File: config.mk
export PLATFORM = sky130hd
export DESIGN_NAME = mem_port_arbiter_flat
export DESIGN_NICKNAME = d
export VERILOG_FILES = /design/src/rtl/mem_port_arbiter_if.sv /design/src/rtl/mem_port_arbiter.sv /design/src/flat_wrapper.sv
export SDC_FILE = /design/constraint.sdc
export NUM_CORES = 1
export LEC_CHECK = 0
export BUFFER_PORTS_ARGS = -buffer_cell sky130_fd_sc_hd__buf_2
export CAP_MARGIN = 30
export CORE_ASPECT_RATIO = 0.6
export CORE_MARGIN = 2
export CORE_UTILIZATION = 30
export CTS_CLUSTER_SIZE = 8
export DETAILED_ROUTE_END_ITERATION = 8
export GPL_TIMING_DRIVEN = 0
export PLACE_DENSITY = 0.55
export SLEW_MARGIN = 40
export SYNTH_ARGS = -nofsm -noshare
export SYNTH_HDL_FRONTEND = slang
export SYNTH_SLANG_ARGS = --single-unit
File: constraint.sdc
create_clock -name clk -period 2.8 [get_ports clk]
set_clock_uncertainty 0.1 [all_clocks]
set_input_delay 0.28 -clock clk [delete_from_list [all_inputs] [get_ports clk]]
set_output_delay 0.28 -clock clk [all_outputs]
set_load 0.01 [all_outputs]
File: src/rtl/mem_port_arbiter_if.sv
// Handshake bundle between the two requesters (F, D), the arbiter and the RAM port.
interface mem_port_arbiter_if #(
  parameter int ADDRESS_WIDTH = 32,
  parameter int DATA_WIDTH    = 8
);
  logic                     f_req, d_req, f_lock, d_lock, f_we, d_we;
  logic [ADDRESS_WIDTH-1:0] f_addr, d_addr;
  logic [DATA_WIDTH-1:0]    f_wdata, d_wdata, f_rdata, d_rdata;
  logic                     f_busy, d_busy, f_done, d_done, f_err, d_err;
  logic [ADDRESS_WIDTH-1:0] mem_addr;
  logic                     mem_we, mem_req, mem_busy;
  logic [DATA_WIDTH-1:0]    mem_wdata, mem_rdata;

  // arbiter side
  modport slave (
    input  f_req, d_req, f_lock, d_lock, f_we, d_we, f_addr, d_addr, f_wdata, d_wdata,
           mem_rdata, mem_busy,
    output f_rdata, d_rdata, f_busy, d_busy, f_done, d_done, f_err, d_err,
           mem_addr, mem_we, mem_wdata, mem_req
  );

  // requesters + RAM side
  modport master (
    output f_req, d_req, f_lock, d_lock, f_we, d_we, f_addr, d_addr, f_wdata, d_wdata,
           mem_rdata, mem_busy,
    input  f_rdata, d_rdata, f_busy, d_busy, f_done, d_done, f_err, d_err,
           mem_addr, mem_we, mem_wdata, mem_req
  );
endinterface

File: src/rtl/mem_port_arbiter.sv
// Two-requester arbiter for one byte-wide RAM port with locked bursts and busy watchdog.
// Optional MEM_ARB_ROUND_ROBIN_EN: round-robin on simultaneous requests instead of D-first.
module mem_port_arbiter #(
  parameter int ADDRESS_WIDTH  = 32,
  parameter int DATA_WIDTH     = 8,
  parameter int LOCK_MAX       = 4,
  parameter int TIMEOUT_CYCLES = 255
) (
  input  logic                 clk,
  input  logic                 reset,
  mem_port_arbiter_if.slave    bus
);
  localparam int LOCK_W = $clog2(LOCK_MAX + 1);

  typedef enum logic [1:0] {IDLE, ISSUE, WAIT, DONE} state_t;

  state_t                   state;
  logic                     ownD;
  logic [LOCK_W-1:0]        lockCnt;
  logic [7:0]               timer;
  logic                     winD, selD, ownLock, ownReq, lockOk;
  logic [ADDRESS_WIDTH-1:0] selAddr;
  logic                     selWe;
  logic [DATA_WIDTH-1:0]    selWdata;

`ifdef MEM_ARB_ROUND_ROBIN_EN
  logic lastD;
  always_comb begin
    winD = bus.d_req & (~bus.f_req | ~lastD);
  end
`else
  always_comb begin
    winD = bus.d_req;
  end
`endif

  // IDLE latches the arbitration winner; DONE re-latches the current owner for a locked beat
  assign selD     = (state == IDLE) ? winD : ownD;
  assign selAddr  = selD ? bus.d_addr  : bus.f_addr;
  assign selWe    = selD ? bus.d_we    : bus.f_we;
  assign selWdata = selD ? bus.d_wdata : bus.f_wdata;
  assign ownLock  = ownD ? bus.d_lock  : bus.f_lock;
  assign ownReq   = ownD ? bus.d_req   : bus.f_req;
  assign lockOk   = ownLock & ownReq & ~(bus.f_err | bus.d_err) &
                    (32'(lockCnt) + 1 < LOCK_MAX);

  always_ff @(posedge clk or posedge reset) begin
    if (reset) begin
      state         <= IDLE;
      ownD          <= 1'b0;
      lockCnt       <= '0;
      timer         <= '0;
`ifdef MEM_ARB_ROUND_ROBIN_EN
      lastD         <= 1'b1;
`endif
      bus.mem_addr  <= '0;
      bus.mem_we    <= 1'b0;
      bus.mem_wdata <= '0;
      bus.mem_req   <= 1'b0;
      bus.f_rdata   <= '0;
      bus.d_rdata   <= '0;
      bus.f_busy    <= 1'b0;
      bus.d_busy    <= 1'b0;
      bus.f_done    <= 1'b0;
      bus.d_done    <= 1'b0;
      bus.f_err     <= 1'b0;
      bus.d_err     <= 1'b0;
    end else begin
      bus.mem_req <= 1'b0;
      bus.f_done  <= 1'b0;
      bus.d_done  <= 1'b0;
      bus.f_err   <= 1'b0;
      bus.d_err   <= 1'b0;
      case (state)
        IDLE: begin
          if (bus.f_req | bus.d_req) begin
            ownD          <= winD;
            bus.mem_addr  <= selAddr;
            bus.mem_we    <= selWe;
            bus.mem_wdata <= selWdata;
            bus.f_busy    <= ~winD;
            bus.d_busy    <= winD;
            bus.mem_req   <= 1'b1;
            state         <= ISSUE;
          end
        end
        ISSUE: begin
          timer <= '0;
          state <= WAIT;
        end
        WAIT: begin
          if (!bus.mem_busy) begin
            if (!bus.mem_we) begin
              if (ownD) bus.d_rdata <= bus.mem_rdata;
              else      bus.f_rdata <= bus.mem_rdata;
            end
            bus.f_done <= ~ownD;
            bus.d_done <= ownD;
            bus.f_busy <= 1'b0;
            bus.d_busy <= 1'b0;
            state      <= DONE;
          end else if (timer == 8'(TIMEOUT_CYCLES - 1)) begin
            bus.f_err  <= ~ownD;
            bus.d_err  <= ownD;
            bus.f_busy <= 1'b0;
            bus.d_busy <= 1'b0;
            state      <= DONE;
          end else begin
            timer <= timer + 8'd1;
          end
        end
        DONE: begin
`ifdef MEM_ARB_ROUND_ROBIN_EN
          lastD <= ownD;
`endif
          if (lockOk) begin
            lockCnt       <= lockCnt + LOCK_W'(1);
            bus.mem_addr  <= selAddr;
            bus.mem_we    <= selWe;
            bus.mem_wdata <= selWdata;
            bus.f_busy    <= ~ownD;
            bus.d_busy    <= ownD;
            bus.mem_req   <= 1'b1;
            state         <= ISSUE;
          end else begin
            lockCnt <= '0;
            state   <= IDLE;
          end
        end
        default: state <= IDLE;
      endcase
    end
  end
endmodule

File: src/flat_wrapper.sv
// flat-port wrapper written by rule: the top's interface ports become plain ports
module mem_port_arbiter_flat 
#(
  parameter int ADDRESS_WIDTH  = 32,
  parameter int DATA_WIDTH     = 8,
  parameter int LOCK_MAX       = 4,
  parameter int TIMEOUT_CYCLES = 255
)
  (clk, reset, bus_f_req, bus_d_req, bus_f_lock, bus_d_lock, bus_f_we, bus_d_we, bus_f_addr, bus_d_addr, bus_f_wdata, bus_d_wdata, bus_mem_rdata, bus_mem_busy, bus_f_rdata, bus_d_rdata, bus_f_busy, bus_d_busy, bus_f_done, bus_d_done, bus_f_err, bus_d_err, bus_mem_addr, bus_mem_we, bus_mem_wdata, bus_mem_req);
  mem_port_arbiter_if #(.ADDRESS_WIDTH(ADDRESS_WIDTH), .DATA_WIDTH(DATA_WIDTH)) bus_i ();
  input  logic clk;
  input  logic reset;
  input wire logic [$bits(bus_i.f_req)-1:0] bus_f_req;
  input wire logic [$bits(bus_i.d_req)-1:0] bus_d_req;
  input wire logic [$bits(bus_i.f_lock)-1:0] bus_f_lock;
  input wire logic [$bits(bus_i.d_lock)-1:0] bus_d_lock;
  input wire logic [$bits(bus_i.f_we)-1:0] bus_f_we;
  input wire logic [$bits(bus_i.d_we)-1:0] bus_d_we;
  input wire logic [$bits(bus_i.f_addr)-1:0] bus_f_addr;
  input wire logic [$bits(bus_i.d_addr)-1:0] bus_d_addr;
  input wire logic [$bits(bus_i.f_wdata)-1:0] bus_f_wdata;
  input wire logic [$bits(bus_i.d_wdata)-1:0] bus_d_wdata;
  input wire logic [$bits(bus_i.mem_rdata)-1:0] bus_mem_rdata;
  input wire logic [$bits(bus_i.mem_busy)-1:0] bus_mem_busy;
  output wire logic [$bits(bus_i.f_rdata)-1:0] bus_f_rdata;
  output wire logic [$bits(bus_i.d_rdata)-1:0] bus_d_rdata;
  output wire logic [$bits(bus_i.f_busy)-1:0] bus_f_busy;
  output wire logic [$bits(bus_i.d_busy)-1:0] bus_d_busy;
  output wire logic [$bits(bus_i.f_done)-1:0] bus_f_done;
  output wire logic [$bits(bus_i.d_done)-1:0] bus_d_done;
  output wire logic [$bits(bus_i.f_err)-1:0] bus_f_err;
  output wire logic [$bits(bus_i.d_err)-1:0] bus_d_err;
  output wire logic [$bits(bus_i.mem_addr)-1:0] bus_mem_addr;
  output wire logic [$bits(bus_i.mem_we)-1:0] bus_mem_we;
  output wire logic [$bits(bus_i.mem_wdata)-1:0] bus_mem_wdata;
  output wire logic [$bits(bus_i.mem_req)-1:0] bus_mem_req;
  assign bus_i.f_req = bus_f_req;
  assign bus_i.d_req = bus_d_req;
  assign bus_i.f_lock = bus_f_lock;
  assign bus_i.d_lock = bus_d_lock;
  assign bus_i.f_we = bus_f_we;
  assign bus_i.d_we = bus_d_we;
  assign bus_i.f_addr = bus_f_addr;
  assign bus_i.d_addr = bus_d_addr;
  assign bus_i.f_wdata = bus_f_wdata;
  assign bus_i.d_wdata = bus_d_wdata;
  assign bus_i.mem_rdata = bus_mem_rdata;
  assign bus_i.mem_busy = bus_mem_busy;
  assign bus_f_rdata = bus_i.f_rdata;
  assign bus_d_rdata = bus_i.d_rdata;
  assign bus_f_busy = bus_i.f_busy;
  assign bus_d_busy = bus_i.d_busy;
  assign bus_f_done = bus_i.f_done;
  assign bus_d_done = bus_i.d_done;
  assign bus_f_err = bus_i.f_err;
  assign bus_d_err = bus_i.d_err;
  assign bus_mem_addr = bus_i.mem_addr;
  assign bus_mem_we = bus_i.mem_we;
  assign bus_mem_wdata = bus_i.mem_wdata;
  assign bus_mem_req = bus_i.mem_req;
  mem_port_arbiter #(.ADDRESS_WIDTH(ADDRESS_WIDTH), .DATA_WIDTH(DATA_WIDTH), .LOCK_MAX(LOCK_MAX), .TIMEOUT_CYCLES(TIMEOUT_CYCLES)) u_core (.clk(clk), .reset(reset), .bus(bus_i));
endmodule
==> results of run 1 <==
==> worst paths after layout <==
path / from / end / cells past startpoint
setup / recovery: u_core.state[0]$_DFFE_PP0P_ / u_core.bus.mem_wdata[0]$_DFFE_PP0P_ / 7
hold / removal: bus_mem_rdata[2] / u_core.bus.d_rdata[2]$_DFFE_PP0P_ / 2
setup reg to reg: u_core.state[0]$_DFFE_PP0P_ / u_core.bus.mem_wdata[0]$_DFFE_PP0P_ / 7
hold reg to reg: u_core.bus.mem_wdata[2]$_DFFE_PP0P_ / u_core.bus.mem_wdata[2]$_DFFE_PP0P_ / 2
max in group asynchronous: reset / u_core.timer[4]$_DFFE_PP0P_ / 4
min in group asynchronous: reset / u_core.bus.mem_addr[15]$_DFFE_PP0P_ / 3
==> synth_stat cells <==
master,n
dfrtp_1,78
nand2_1,52
mux2i_1,44
o21ai_1,44
buf_2,16
mux2_2,16
nor2_1,9
o21ai_0,9
ha_1,7
nand3_1,6
nand4_1,6
inv_1,4
a22o_1,2
and2_1,2
and4_1,2
mux2_1,2
nand2b_1,2
nor2b_1,2
nor3_4,2
xor2_1,2
a21oi_1,1
a31oi_1,1
a41oi_2,1
and3_1,1
clkbuf_1,1
inv_2,1
mux2i_2,1
nor3b_2,1
nor4_2,1
o2111ai_2,1
o211ai_1,1
o21ai_2,1
o31ai_1,1
or2_1,1
or3_1,1
==> area by class of cell <==
class	count	area (um2)	area share, %
plain buffers	17	83.8	1.70
inverters	5	23.8	0.481
clock buffers	10	239	4.84
well taps	160	200	4.05
flip-flops and latches	78	1950	39.5
clock inverters	6	67.6	1.37
multi-input cells	222	1540	31.2
repair buffers	161	833	16.9
==> sequential cells by signal, indices dropped and copies added (netlist names), 2 cells and up <==
register and cells:
u_core.bus.mem_wdata 8, u_core.timer 8, u_core.state 2, u_core.bus.d_rdata 8, u_core.lockCnt 3, u_core.bus.f_rdata 8
u_core.bus.mem_addr 32
==> power by group through the flow <==
stage / sequential, mW / combinational [mW] / clock [mW]
2_1_floorplan: 2.13 / 1.70 / 0
3_3_place_gp: 1.93 / 2.85 / 0
3_5_place_dp: 1.94 / 2.92 / 0
4_1_cts: 1.94 / 2.91 / 1.23
5_1_grt: 2.00 / 3.23 / 1.28
6_report: 1.94 / 2.85 / 1.20
==> per-layer routing <==
| metal | wire length, um | up-vias | part of all wire, % | track usage (%) |
|---|---|---|---|---|
| met3 | 708 | 9 | 7.5 | 5.15 |
| met5 | 0 | - | 0 | 0 |
| li1 | - | 1475 | - | - |
| met1 | 4560 | 1404 | 49 | 20.7 |
| met4 | 85 | 0 | 0.91 | 3.48 |
| met2 | 4020 | 105 | 43 | 22.5 |
==> kinds of logic after synthesis <==
logic type / synth area share [%]
AOI/OAI and AO/OA: 9.71
adders and majority gates: 2.44
buffers and inverters: 2.85
xor gates and xnor gates: 0.488
and+or+nand+nor: 11.9
muxes: 18.3
DFF: 54.3
==> repair_timing <==
item / in CTS / in global routing
hold buffers: 1 / 0
hold endpoints to repair: 34 / 0
resized for setup: 0 / 0
setup buffers: 0 / 0
==> metrics by stage <==
step	std cells	hold WS [ns]	setup TNS (ns)	util, %
after CTS	659	0.0806	0	43.0
final	659	0.0925	0	43.0
after floorplan	322	0.320	0	-
after global routing	659	0.0829	0	43.0
after detailed placement	642	0.204	0	40.2
after global placement	641	0.363	-45.34	40.0
==> flow_metrics.py, run 1 <==
metrics = {
    "timing": {
        "fin_crit_sh_pct": 85.3,
        "slew_viol_final": 0,
        "hold_viol_final": 0,
        "max_slew_margin_pct": 62.5,
        "grt_setup_unrepaired": "false",
        "setup_violations": 0,
        "timing.final.ws_setup_ns": 0.412,
        "fmax_mhz": 419,
        "worstMarginPinSlew_ns": 0.551,
        "period_minus_slack_ns": 2.39,
    },
    "placement": {
        "place_congestion": 0.803,
        "dpl_worst_slack_ns": 0.388,
        "dpl.hpwl_mm": 7.19,
        "place_area_um2": 4620,
        "port_buffers": 159,
    },
    "clock_tree": {
        "clockRootBuffer": "clkbuf_16",
        "htreeDepth": 3,
        "clk_pin_slew_worst_paths_ns": 0.06,
        "clock_latency_ns": 0.33,
        "cts_tree": "built",
        "cts.sinks": 78,
        "tritoncts.num_buffers": 9,
        "cts.path.max_buffers": 2,
    },
    "route": {
        "drtAntennaViolNets": 0,
        "drc": 0,
        "wl_per_cell_um": 14.2,
        "routed_wirelength_mm": 9.38,
        "vias": 2993,
        "drtIter0Drc": 83,
        "vias_per_cell": 4.54,
        "drtPass1Iterations": 4,
    },
    "power_and_ir_drop": {
        "total_power_mw": 5.98,
        "p_clk_share_pct": 20.0,
        "p_leak_nw": 2.53,
        "pwr-share-comb_pct": 47.6,
        "swShare_pct": 40.2,
        "power_switching_mw": 2.41,
        "seq_power_share_pct": 32.4,
        "internal_power_mw": 3.57,
        "power.density_nw_per_um2": 1210,
        "peakVddDrop_mv": 0.427,
    },
    "floorplanning": {
        "core_um2": 11500,
        "initial_utilization_pct": 31.3,
        "ios": 161,
        "die-width_um": 145,
        "row_count": 30,
        "chipHeight_um": 88.8,
        "dieArea_um2": 12900,
    },
    "synthesis": {
        "syn_area_um2": 3590,
        "seq_area_frac_synth_pct": 54.3,
        "synth_cells": 322,
        "synth_area_leaders": "dfrtp_1 (54%), mux2i_1 (12%), o21ai_1 (6.1%), nand2_1 (5.4%), mux2_2 (5.0%)",
        "yosys.area.top_type": "dfrtp_1",
        "yosys_warnings": 0,
        "yosys.area.top_type_share_pct": 54.3,
        "synth_nets": 426,
        "avgSynthCellArea_um2": 11.2,
        "synth_cell_types": 35,
        "synth-seq-cells": 78,
    },
    "worst_setup_path": {
        "reg2reg_setup_slack_ns": 0.41,
        "crit_required_ns": 2.91,
        "cp_num_buf_inv": 3,
        "cpMostUsedCell": "buf_2",
        "crit_arrival_ns": 2.50,
        "endpoint_kind": "register",
        "cp_max_fo": 10,
        "start_kind": "register",
        "path_class": "register to register",
        "crit_family": "multiplexers",
        "path_cells": "inv_1, ha_1, buf_2, mux2i_2, buf_2, mux2i_1, o21ai_1",
        "critical_path.slowest_cell": "mux2i_2",
        "critPathMaxStageDelay_ns": 0.53,
    },
    "run_status": {
        "status": "finished clean",
    },
    "worst_hold_path": {
        "worstHoldPathType": "input pin to register",
    },
    "global_route": {
        "gr-total-overflow": 0,
        "grt_pass1_vias": 3000,
        "grt_pass1_wl_mm": 15.1,
        "grt_max_degree": 45,
        "antenna_found_initial": 0,
        "grt.total_usage_pct": 14.9,
    },
    "layout": {
        "area_growth_pct": 37.4,
        "final_area_um2": 4940,
        "fillers": 1155,
        "antenna_cells": 0,
        "final_cell_mix": "buf_2 (175), dfrtp_1 (78), nand2_1 (52), mux2i_1 (44), o21ai_1 (44)",
        "drive_gt1_share_pct": 43.7,
        "mostFrequentLayoutCell": "buf_2",
        "layout.nets": 598,
    },
    "run": {
        "max_cap_viol_count": 0,
    },
}
Power figures use the tool's default switching activity.
==> run 2, diff against run 1 <==
HOLD_SLACK_MARGIN = 0.1   (was unset)
==> run 2 against run 1 <==
  * Count of clock-buffer cells in the layout did not move
  * Wire length rose by 1.3%
  * Non-clock buffer count rose by 8
  * Register-to-register slack barely moved
  * Sequential share of layout area fell by 0.63 points
  * Global-route usage rose by 0.19 points
  * Via count rose by 0.94%
  * Clock power barely moved
  * Cell count rose by 1.2%
==> flow_metrics.py, run 2 (synthesis gave the netlist of run 1 again) <==
metrics = {
    "timing": {
        "fin_crit_sh_pct": 85.3,
        "worstMarginPinSlew_ns": 0.552,
        "whs_ns": 0.117,
        "period_minus_slack_ns": 2.39,
        "slew_viol_final": 0,
        "max_slew_margin_pct": 62.5,
        "setup_violations": 0,
        "hold_viol_final": 0,
        "grt_setup_unrepaired": "false",
        "fmax_mhz": 419,
    },
    "global_route": {
        "grt_max_degree": 45,
        "grt.busiest_layer": "met2",
        "grt_pass1_vias": 3047,
        "grt_util_met1_pct": 20.7,
        "grt_use_met2_pct": 23.0,
        "grt_pass1_wl_mm": 15.3,
        "grt.total_usage_pct": 15.1,
        "antenna_found_initial": 0,
        "gr-usage-met3_pct": 5.31,
        "gr-total-overflow": 0,
    },
    "power_and_ir_drop": {
        "peakVddDrop_mv": 0.427,
        "power.density_nw_per_um2": 1190,
        "p_leak_nw": 2.57,
        "total_power_mw": 6.00,
    },
    "layout": {
        "regMostFlops": "u_core.bus.mem_addr",
        "mostFrequentLayoutCell": "buf_2",
        "final_cell_mix": "buf_2 (175), dfrtp_1 (78), nand2_1 (52), mux2i_1 (44), o21ai_1 (44)",
        "antenna_cells": 0,
        "fillers": 1143,
        "area_growth_pct": 39.7,
        "drive_gt1_share_pct": 43.0,
        "largest_reg_flops": 32,
        "layout.nets": 606,
    },
    "clock_tree": {
        "clockRootBuffer": "clkbuf_16",
        "clk_pin_slew_worst_paths_ns": 0.06,
        "tritoncts.num_buffers": 9,
        "cts.sinks": 78,
        "htreeDepth": 3,
        "cts_tree": "built",
        "cts.path.max_buffers": 2,
        "clock_latency_ns": 0.33,
    },
    "worst_setup_path": {
        "critical_path.slowest_cell": "mux2i_2",
        "crit_family": "multiplexers",
        "path_cells": "inv_1, ha_1, buf_2, mux2i_2, buf_2, mux2i_1, o21ai_1",
        "cp_num_buf_inv": 3,
        "path_class": "register to register",
        "cp_max_fo": 10,
        "crit_arrival_ns": 2.50,
        "start_kind": "register",
        "cpMostUsedCell": "buf_2",
        "critPathMaxStageDelay_ns": 0.53,
        "endpoint_kind": "register",
        "crit_required_ns": 2.91,
    },
    "route": {
        "drc": 0,
        "wl_per_cell_um": 14.2,
        "vias": 3021,
        "routed_wirelength_mm": 9.50,
        "vias_per_cell": 4.53,
        "drtAntennaViolNets": 0,
        "drtPass1Iterations": 4,
        "drtIter0Drc": 76,
    },
    "placement": {
        "port_buffers": 159,
        "dpl.hpwl_mm": 7.19,
        "place_congestion": 0.803,
    },
    "floorplanning": {
        "core_um2": 11500,
        "dieArea_um2": 12900,
        "row_count": 30,
        "ios": 161,
        "die-width_um": 145,
        "chipHeight_um": 88.8,
        "initial_utilization_pct": 31.3,
    },
    "worst_hold_path": {
        "worstHoldPathType": "input pin to register",
    },
    "run_status": {
        "status": "finished clean",
    },
    "run": {
        "max_cap_viol_count": 0,
    },
}
-- run 2: cell types whose count changed in the layout (fill, tap and decap cells not counted) --
cell	change
dlygate4sd3_1	+8
-- run 2: cell type report --
cell class	instances	area, um2	share of cell area (%)
Sequential cell	78	1950	38.9
Tap cell	160	200	3.99
Clock inverter	6	67.6	1.35
Multi-Input combinational cell	222	1540	30.7
Buffer	17	83.8	1.67
Inverter	5	23.8	0.474
Timing Repair Buffer	169	913	18.2
Clock buffer	10	239	4.76
-- run 2: worst paths after layout --
path                                                     start                                  end  slack [ns]  cells past startpoint
min                                                   bus_d_we        u_core.bus.mem_we$_DFFE_PP0P_        0.12                      3
min reg2reg                u_core.bus.mem_wdata[2]$_DFFE_PP0P_  u_core.bus.mem_wdata[2]$_DFFE_PP0P_        0.38                      2
max reg2reg                        u_core.state[0]$_DFFE_PP0P_  u_core.bus.mem_wdata[0]$_DFFE_PP0P_        0.41                      7
min in group asynchronous                                reset  u_core.bus.mem_addr[15]$_DFFE_PP0P_        0.40                      3
max                                u_core.state[0]$_DFFE_PP0P_  u_core.bus.mem_wdata[0]$_DFFE_PP0P_        0.41                      7
max in group asynchronous                                reset          u_core.timer[4]$_DFFE_PP0P_        1.68                      4
-- run 2: metrics by stage --
stage | utilization, % | cells | setup slack, ns | instance area, um2 | setup TNS, ns
after floorplan | - | 322 | 0.425 | 3590 | 0
after global placement | 40.0 | 641 | -0.585 | 4590 | -45.34
after detailed placement | 40.2 | 642 | 0.388 | 4620 | 0
after CTS | 43.7 | 667 | 0.380 | 5020 | 0
after global routing | 43.7 | 667 | 0.215 | 5020 | 0
final | 43.7 | 667 | 0.412 | 5020 | 0
-- run 2: report_power, final --
group          total (mW)  internal, mW  switching [mW]
Clock                1.20         0.720           0.478
Sequential           1.94          1.65           0.289
Combinational        2.86          1.21            1.65
-- run 2: tightest hold or removal path, stage by stage --
cell     delay, ns
buf_2         0.07
mux2i_1       0.05
o21ai_1       0.10
-- run 2: metal layers --
layer / up-vias / share of wire, %
met4: 0 / 0.85
met2: 107 / 43
met3: 9 / 7.3
met5: - / 0
met1: 1413 / 48
li1: 1492 / -
-- run 2: timing repair --
| item | in CTS | in global routing |
|---|---|---|
| endpoints found under the hold margin | 49 | 0 |
| setup buffers | 0 | 0 |
| resized for setup | 0 | 0 |
| endpoints found under the setup margin | 0 | 0 |
| hold buffers | 9 | 0 |
==> run 3, diff against run 2 <==
CAP_MARGIN = 5   (was 30)
MAX_ROUTING_LAYER = met4   (was unset)
SKIP_CTS_REPAIR_TIMING = 1   (was unset)
==> run 3 against run 2 <==
  * Global-route usage up 0.25 points
  * Combinational power about the same
  * Flip-flop and latch count unchanged
  * Utilization down 0.26 points
  * Clock power about the same
  * Cell count down 0.45%
  * Final area down 0.60%
  * Count of clock-buffer cells in the layout unchanged
  * Die area unchanged
==> flow_metrics.py, run 3 (synthesis gave the netlist of run 1 again) <==
metrics = {
    "route": {
        "routed_wirelength_mm": 9.42,
        "wl_per_cell_um": 14.2,
        "drtPass1Iterations": 4,
        "vias": 3017,
        "drtAntennaViolNets": 0,
        "vias_per_cell": 4.54,
        "drtIter0Drc": 93,
        "drc": 0,
    },
    "worst_hold_path": {
        "worstHoldPathType": "input pin to register",
        "worstHoldStart": "bus_mem_rdata[6]",
    },
    "worst_setup_path": {
        "reg2reg_setup_slack_ns": 0.41,
        "endpoint_kind": "register",
        "start_kind": "register",
        "reg2reg_from": "u_core.state[0]$_DFFE_PP0P_",
        "crit_arrival_ns": 2.50,
        "crit_start": "u_core.state[0]$_DFFE_PP0P_",
        "cp_max_fo": 10,
        "path_class": "register to register",
        "crit_required_ns": 2.91,
    },
    "floorplanning": {
        "core_um2": 11500,
        "row_count": 30,
        "ios": 161,
        "chipHeight_um": 88.8,
        "dieArea_um2": 12900,
        "initial_utilization_pct": 31.3,
        "die-width_um": 145,
    },
    "timing": {
        "tns_ns": 0,
        "max_slew_margin_pct": 62.4,
        "period_minus_slack_ns": 2.39,
        "fin_crit_sh_pct": 85.4,
        "setup_violations": 0,
        "hold_viol_final": 0,
        "fmax_mhz": 418,
        "whs_ns": 0.0998,
        "worstMarginPinSlew_ns": 0.553,
        "grt_setup_unrepaired": "false",
        "slew_viol_final": 0,
    },
    "clock_tree": {
        "clock_latency_ns": 0.33,
        "clockRootBuffer": "clkbuf_16",
        "cts_tree": "built",
        "htreeDepth": 3,
        "cts.sinks": 78,
        "clk_pin_slew_worst_paths_ns": 0.06,
        "tritoncts.num_buffers": 9,
        "cts.path.max_buffers": 2,
    },
    "placement": {
        "dpl.hpwl_mm": 7.19,
        "port_buffers": 159,
        "place_congestion": 0.815,
    },
    "power_and_ir_drop": {
        "p_leak_nw": 2.55,
        "power.density_nw_per_um2": 1200,
        "peakVddDrop_mv": 0.430,
    },
    "layout": {
        "layout.nets": 603,
        "area_growth_pct": 38.8,
        "largest_reg_flops": 32,
        "fillers": 1144,
        "final_cell_mix": "buf_2 (175), dfrtp_1 (78), nand2_1 (52), mux2i_1 (44), o21ai_1 (44)",
        "drive_gt1_share_pct": 43.3,
        "mostFrequentLayoutCell": "buf_2",
        "regMostFlops": "u_core.bus.mem_addr",
        "antenna_cells": 0,
    },
    "run": {
        "max_cap_viol_count": 0,
    },
    "global_route": {
        "antenna_found_initial": 0,
        "grt_pass1_vias": 2989,
        "grt.total_usage_pct": 15.3,
        "grt_pass1_wl_mm": 15.0,
        "gr-total-overflow": 0,
        "grt_max_degree": 45,
    },
    "run_status": {
        "status": "finished clean",
    },
}
run 3: cell types whose count changed in the layout (fill, tap and decap cells not counted):
cell	previous run	this run
dlygate4sd3_1	9	6
run 3: final timing paths:
kind | end | depth (start not counted)
min in group asynchronous | u_core.bus.mem_addr[15]$_DFFE_PP0P_ | 3
min | u_core.bus.f_rdata[6]$_DFFE_PP0P_ | 2
max in group asynchronous | u_core.timer[4]$_DFFE_PP0P_ | 4
min reg2reg | u_core.bus.mem_wdata[2]$_DFFE_PP0P_ | 2
max reg2reg | u_core.bus.mem_wdata[0]$_DFFE_PP0P_ | 7
max | u_core.bus.mem_wdata[0]$_DFFE_PP0P_ | 7
run 3: power by group:
| group | switching [mW] | total [mW] | leakage, nW | internal, mW |
|---|---|---|---|---|
| combinational | 1.64 | 2.86 | 1.43 | 1.21 |
| clock | 0.478 | 1.20 | 0.145 | 0.720 |
| sequential | 0.290 | 1.94 | 0.976 | 1.65 |
| total | 2.41 | 5.99 | 2.55 | 3.58 |
run 3: layout make-up:
class | instances | area, um2 | share of cell area (%)
Sequential cell | 78 | 1950 | 39.1
Multi-Input combinational cell | 222 | 1540 | 30.9
Timing Repair Buffer | 166 | 883 | 17.7
Clock buffer | 10 | 239 | 4.79
Tap cell | 160 | 200 | 4.01
Buffer | 17 | 83.8 | 1.68
Clock inverter | 6 | 67.6 | 1.35
Inverter | 5 | 23.8 | 0.477
run 3: worst max-delay path: stages, from the launching register on:
cell and delay, ns:
dfrtp_1 0.43, inv_1 0.10, ha_1 0.14, buf_2 0.17, mux2i_2 0.53, buf_2 0.41
mux2i_1 0.32, o21ai_1 0.08
run 3: metal layers:
| layer | global-route usage [%] | routed length, um |
|---|---|---|
| met1 | 21.1 | 4640 |
| met2 | 22.4 | 4070 |
| met3 | 4.59 | 629 |
| met4 | 3.48 | 82 |
| met5 | - | 0 |
run 3: through the flow:
| step | cells | instance area, um2 | utilization, % | setup slack, ns | power, mW |
|---|---|---|---|---|---|
| after floorplan | 322 | 3590 | - | 0.425 | 3.83 |
| after global placement | 641 | 4590 | 40.0 | -0.585 | 4.78 |
| after detailed placement | 642 | 4620 | 40.2 | 0.388 | 4.86 |
| after CTS | 658 | 4930 | 42.9 | 0.380 | 6.08 |
| after global routing | 664 | 4990 | 43.4 | 0.215 | 6.51 |
| final | 664 | 4990 | 43.4 | 0.409 | 5.99 |
